==> src/rtl/cpu19_pkg.sv <==
// Shared definitions for the 19-bit accumulator CPU: widths, ALU op indices, op vector.
package cpu19_pkg;

  localparam int unsigned WORD_W   = 19;
  localparam int unsigned ADDR_W   = 12;
  localparam int unsigned OP_N     = 14;
  localparam int unsigned OP_IDX_W = 4;

  // ALU operation index, listed in strobe priority order (highest first)
  typedef enum logic [OP_IDX_W-1:0] {
    OP_ADD = 4'd0,
    OP_SUB = 4'd1,
    OP_MUL = 4'd2,
    OP_DIV = 4'd3,
    OP_AND = 4'd4,
    OP_OR  = 4'd5,
    OP_XOR = 4'd6,
    OP_NOT = 4'd7,
    OP_INC = 4'd8,
    OP_DEC = 4'd9,
    OP_FFT = 4'd10,
    OP_ENC = 4'd11,
    OP_DNC = 4'd12,
    OP_TNF = 4'd13
  } op_idx_e;

  // One bit per operation strobe, bit position equals op_idx_e value
  typedef logic [OP_N-1:0] op_vec_t;

endpackage

==> src/rtl/cpu19_alu_core.sv <==
// Combinational ALU datapath: result and overflow for one selected operation.
module cpu19_alu_core
  import cpu19_pkg::*;
#(
  parameter int unsigned WIDTH = WORD_W
) (
  input  logic [WIDTH-1:0] ac_i,
  input  logic [WIDTH-1:0] dr_i,
  input  op_idx_e          op_i,
  output logic [WIDTH-1:0] res_c_o,
  output logic             ovf_c_o
);

  localparam int unsigned EXT_W  = WIDTH + 1;
  localparam int unsigned PROD_W = 2 * WIDTH;

  logic [EXT_W-1:0]  sum;
  logic [EXT_W-1:0]  diff;
  logic [PROD_W-1:0] prod;
  logic [WIDTH-1:0]  divisor;
  logic [WIDTH-1:0]  quot;
  logic [WIDTH-1:0]  rev;
  logic [WIDTH-1:0]  mix;
  logic              dr_zero;

  // Top bit of the extended sum is the carry; of the extended difference, the borrow
  assign sum     = EXT_W'(ac_i) + EXT_W'(dr_i);
  assign diff    = EXT_W'(ac_i) - EXT_W'(dr_i);
  assign prod    = PROD_W'(ac_i) * PROD_W'(dr_i);
  // Substitute a divisor of 1 so the divider never sees zero; result is overridden below
  assign dr_zero = (dr_i == '0);
  assign divisor = dr_zero ? WIDTH'(1) : dr_i;
  assign quot    = ac_i / divisor;
  assign mix     = ac_i ^ dr_i;

  // Bit-reverse of AC
  always_comb begin
    rev = '0;
    for (int i = 0; i < int'(WIDTH); i++) begin
      rev[i] = ac_i[int'(WIDTH) - 1 - i];
    end
  end

  // Operation select
  always_comb begin
    res_c_o = '0;
    ovf_c_o = 1'b0;
    case (op_i)
      OP_ADD: begin
        res_c_o = sum[WIDTH-1:0];
        ovf_c_o = sum[WIDTH];
      end
      OP_SUB: begin
        res_c_o = diff[WIDTH-1:0];
        ovf_c_o = diff[WIDTH];
      end
      OP_MUL: begin
        res_c_o = prod[WIDTH-1:0];
        ovf_c_o = |prod[PROD_W-1:WIDTH];
      end
      OP_DIV: begin
        res_c_o = dr_zero ? '1 : quot;
        ovf_c_o = dr_zero;
      end
      OP_AND: res_c_o = ac_i & dr_i;
      OP_OR:  res_c_o = ac_i | dr_i;
      OP_XOR: res_c_o = mix;
      OP_NOT: res_c_o = ~ac_i;
      OP_INC: begin
        res_c_o = ac_i + WIDTH'(1);
        ovf_c_o = &ac_i;
      end
      OP_DEC: begin
        res_c_o = ac_i - WIDTH'(1);
        ovf_c_o = ~|ac_i;
      end
      OP_FFT: res_c_o = rev;
      // Encrypt: rotate left by one after mixing with DR
      OP_ENC: res_c_o = {mix[WIDTH-2:0], mix[WIDTH-1]};
      // Decrypt: undo the rotate first, then unmix with DR
      OP_DNC: res_c_o = {ac_i[0], ac_i[WIDTH-1:1]} ^ dr_i;
      OP_TNF: res_c_o = dr_i;
      default: begin
        res_c_o = '0;
        ovf_c_o = 1'b0;
      end
    endcase
  end

endmodule

==> src/rtl/cpu19_alu_unit.sv <==
// Registered ALU: priority-selects one op strobe, holds when idle, sync clear.
module cpu19_alu_unit
  import cpu19_pkg::*;
#(
  parameter int unsigned WIDTH = WORD_W
) (
  input  logic             CLK,
  input  logic             CLR,
  input  logic [WIDTH-1:0] AC,
  input  logic [WIDTH-1:0] DR,
  input  logic             ADD,
  input  logic             SUB,
  input  logic             MUL,
  input  logic             DIV,
  input  logic             AND,
  input  logic             OR,
  input  logic             XOR,
  input  logic             NOT,
  input  logic             INC,
  input  logic             DEC,
  input  logic             FFT,
  input  logic             ENC,
  input  logic             DNC,
  input  logic             TNF,
  output logic [WIDTH-1:0] ALU_OP,
  output logic             OVF_FLAG
);

  op_vec_t          op_vec;
  op_idx_e          op_sel;
  logic             any_op;
  logic [WIDTH-1:0] res_d;
  logic             ovf_d;
  logic [WIDTH-1:0] alu_op_q;
  logic             ovf_q;

  assign op_vec = {TNF, DNC, ENC, FFT, DEC, INC, NOT, XOR, OR, AND, DIV, MUL, SUB, ADD};
  assign any_op = |op_vec;

  // Priority encoder: lowest set bit (ADD side) wins
  always_comb begin
    op_sel = OP_ADD;
    for (int i = int'(OP_N) - 1; i >= 0; i--) begin
      if (op_vec[i]) begin
        op_sel = op_idx_e'(OP_IDX_W'(i));
      end
    end
  end

  cpu19_alu_core #(
    .WIDTH (WIDTH)
  ) u_core (
    .ac_i    (AC),
    .dr_i    (DR),
    .op_i    (op_sel),
    .res_c_o (res_d),
    .ovf_c_o (ovf_d)
  );

  // Output registers: clear dominates, load on any strobe, otherwise hold
  always_ff @(posedge CLK) begin
    if (CLR) begin
      alu_op_q <= '0;
      ovf_q    <= 1'b0;
    end else if (any_op) begin
      alu_op_q <= res_d;
      ovf_q    <= ovf_d;
    end
  end

  assign ALU_OP   = alu_op_q;
  assign OVF_FLAG = ovf_q;

endmodule

==> config.mk <==
export PLATFORM = sky130hd
export DESIGN_NAME = cpu19_alu_unit
export DESIGN_NICKNAME = d
export VERILOG_FILES = /design/src/rtl/cpu19_pkg.sv /design/src/rtl/cpu19_alu_core.sv /design/src/rtl/cpu19_alu_unit.sv
export SDC_FILE = /design/constraint.sdc
export NUM_CORES = 2
export LEC_CHECK = 0
export ABC_AREA = 0
export ABC_CLOCK_PERIOD_IN_PS = 82500
export BUFFER_PORTS_ARGS = -buffer_cell sky130_fd_sc_hd__buf_2
export CAP_MARGIN = 0
export CORE_UTILIZATION = 63
export CTS_BUF_LIST = sky130_fd_sc_hd__clkbuf_8
export CTS_CLUSTER_SIZE = 24
export DETAILED_ROUTE_END_ITERATION = 6
export PLACE_DENSITY = 0.8
export SLEW_MARGIN = 5
export SYNTH_ARGS = -nofsm -noshare
export SYNTH_HDL_FRONTEND = slang
export SYNTH_SLANG_ARGS = --single-unit
==> constraint.sdc <==
create_clock -name CLK -period 82.5 [get_ports CLK]
set_input_delay 4.125 -clock CLK [delete_from_list [all_inputs] [get_ports CLK]]
set_output_delay 4.125 -clock CLK [all_outputs]
set_load 0.03 [all_outputs]
==> summary.md <==
| Metric | Value |
|---|---|
| Outcome | complete, but fails checks |
| Failing checks | design-rule violations |
| Layout Skew | 0 ns |
| Nets | 4277 |
| CTS Root Cell | clkbuf_8 |
| DIE HEIGHT | 206.9 um |
| Sequential cell area | 400.4 um^2 |
| RSZ-0062 raised after global routing | no |
| Vias in the first global route | 28885 |
| All-Layer GR Usage | 54.08% |
| Placed insts | 4061 |
| Initial core utilization | 64.32% |
| Post-CTS Setup Inserts | 0 |
| Avg WL per Cell | 28.06 um |
| Netlist cell types | 80 |
| Synth-to-Final Area Change | 3.478% |
| Ys async rst share | 0% |
| Setup CP Type | primary input to flip-flop |
| Buffers on Ports | 73 |
| Startpoint type of the worst setup path | primary input |
| Core region area | 41110 um^2 |
| Top cells by area, synth | fa_1, ha_1, inv_1, nor2_1, a21oi_1 |
| Top-count cell post-synth | inv_1 |
| Drt drc | 27 |
| Leak | 13.25 nW |
| Area of the multi-input gates | 23560 um^2 |
| Synth Net Count | 4304 |
| Initial antenna violation count | 15 |
| CTS tree | built |
| CTS Hold Buffers Added | 0 |
| Clock-pin slew on the worst setup and hold paths | 0.12 ns |
| Setup crit end kind | flip-flop |
| Die area | 42790 um^2 |
| Via/cell ratio | 7.103 |
| Maximum vdd drop | 0.1241 mV |
| Max clock buf depth | 2 |
| Register bit total from synthesis | 20 |
| Final worst-path cycle share | 58.73% |
| DR pass1 iterations | 7 |
| Routability Congestion | 1.070 |
| I/O pins | 74 |
| Share of cells above drive strength 1 | 5.916% |
| Yosys top cell area share | 22.03% |
| Crit-path max cell delay | 1.01 ns |
| # setup viols final | 0 |
| Power, Total | 0.0009324 W |
| Hold WC Path Type | flip-flop to flip-flop |
| Yosys warnings | 0 |
| Synth cell count leaders | inv_1, nor2_1, ha_1 |
| F_max | 20.64 MHz |
| Core Rows | 74 |
| Max transition margin | 3.864% |
| Mean post-synth cell area | 7.425 um^2 |
| Routed Antenna Nets | 0 |
| Critical Path Fanout Max | 31 |
| Final Hold Fails | 0 |
| Post-Layout Cell Count | 4070 |
| Slowest-stage cell, CP | a21oi_1 |
| Filler cell count | 3426 |
| Setup ws final | 34.05 ns |
| Die Span X | 206.9 um |
| Inserted Clock Buffers | 3 |
| Synth Cell Area | 26440 um^2 |
| Hpwl dp | 84.72 mm |
| Synth area leader | fa_1 |
| Most frequent CP cell | a21oi_1 |
| First-pass GRT wire length | 170.7 mm |
| Max-slew violations | 0 |
| Pre-CTS setup slack | 35.09 ns |
| Worst skew pair latency | 0.31 ns |
| Pwr Density | 34.08 nW/um^2 |
| Synthesized instance count | 3561 |
| PostCTS Resize Cnt | 0 |
| WP data required | 82.67 ns |
| Actual slew at the worst max-slew pin | 1.442 ns |
| H-tree levels | 1 |
| Arrival @ worst endpoint | 48.62 ns |
| Vias | 28909 |
| Tmin final | 48.45 ns |
| Sink Count | 20 |
| Main flop type after synthesis | dfxtp_1 |
| Setup TNS | 0 ns |
| Max cap viols | 0 |
| WL final | 114.2 mm |
| Largest net degree at the start of global routing | 45 |
| Total gr overflow | 0 |
| Starting DRT DRC Count | 4595 |
| Register area share after synthesis | 1.514% |
| Number of flops mapped to enable cells by yosys | 0 |
==> worst paths after layout <==
kind,endpoint,slack [ns],depth (start not counted),start
setup / recovery,ALU_OP[0],34.05,164,DR[16]
hold / removal,ALU_OP[6],0.49,2,ALU_OP[6]
setup reg to reg,ALU_OP[16],81.44,3,ALU_OP[16]
hold reg to reg,ALU_OP[6],0.49,2,ALU_OP[6]
==> cell families after synthesis <==
logic type / after synthesis / synth area share, %
AO/OA/AOI/OAI: 848 / 21.42
buffers and inverters: 664 / 9.516
XOR/XNOR: 158 / 5.234
adder cells (fa/ha/maj): 689 / 40.87
AND/OR/NAND/NOR: 1116 / 18.78
flip-flops: 20 / 1.514
multiplexers: 66 / 2.669
==> critical path: cells and delay by family <==
family	cells	cell delay, ns
adders and majority gates	18	6.13
AOI/OAI and AO/OA	98	26.94
xor gates and xnor gates	3	0.79
and+or+nand+nor	26	5.76
muxes	6	2.34
buffers and inverters	13	2.44
==> through the flow <==
stage                     cell area, um^2  hold WS, ns  util [%]
final                               27360       0.4949     66.55
after global routing                27350       0.5178     66.54
after CTS                           27350       0.4960     66.52
after detailed placement            27280       0.4769     66.35
after global placement              27280       0.4763     66.35
after floorplan                     26440       0.6103         -
==> metal layers <==
metal	up-vias	wire [um]	track usage (%)	share of wire, %
met5	-	252	4.032	0.22
met4	24	11050	38.71	9.7
met3	929	19070	28.38	17
met2	2495	44790	75.52	39
met1	13371	39030	62.62	34
li1	12090	-	-	-
==> power by group <==
group / leakage (nW) / internal, W / total, W / switching (W)
Sequential: 0.166 / 0.0000121 / 0.0000142 / 0.00000208
Combinational: 13.1 / 0.000346 / 0.000906 / 0.000560
Clock: 0.0357 / 0.00000654 / 0.0000122 / 0.00000567
Total: 13.3 / 0.000365 / 0.000932 / 0.000567
==> flip-flops by register name, indices dropped and copies added (netlist names) <==
| signal | count |
|---|---|
| OVF_FLAG | 1 |
| ALU_OP | 19 |
==> cells in the final DEF, fill, tap and decap left out, types with 12 or more instances in the layout <==
cell type  instances
nand2_1          264
nor2b_1           30
inv_1            496
o21bai_1          20
nand3_1           55
a211oi_1          38
o211ai_1          30
a221o_1           13
o2111ai_1         14
buf_4             49
o31ai_1           28
nand4_1           20
or2_2             18
and2_1            14
a221oi_1          31
ha_1             398
or3_1             30
a31oi_1           34
clkinv_1          12
a21oi_1          217
and3_1            13
o21ai_0          150
a21o_1            67
nor2_1           485
a2111oi_0         13
mux2_2            36
xnor2_1          104
nor4_1            15
nor3_1           102
xor2_1            54
o21a_1            65
mux2i_1           30
buf_2             73
dfxtp_1           20
nand2b_1          41
fa_1             291
==> area by class of cell <==
| cell class | instances | share of cell area, % |
|---|---|---|
| Antenna cell | 5 | 0.04573 |
| Clock buffer | 3 | 0.1509 |
| Clock inverter | 1 | 0.1098 |
| Inverter | 510 | 6.997 |
| Multi-Input combinational cell | 2877 | 86.12 |
| Sequential cell | 20 | 1.463 |
| Tap cell | 532 | 2.433 |
| Timing Repair Buffer | 122 | 2.680 |
(Power assumes the default switching activity.)
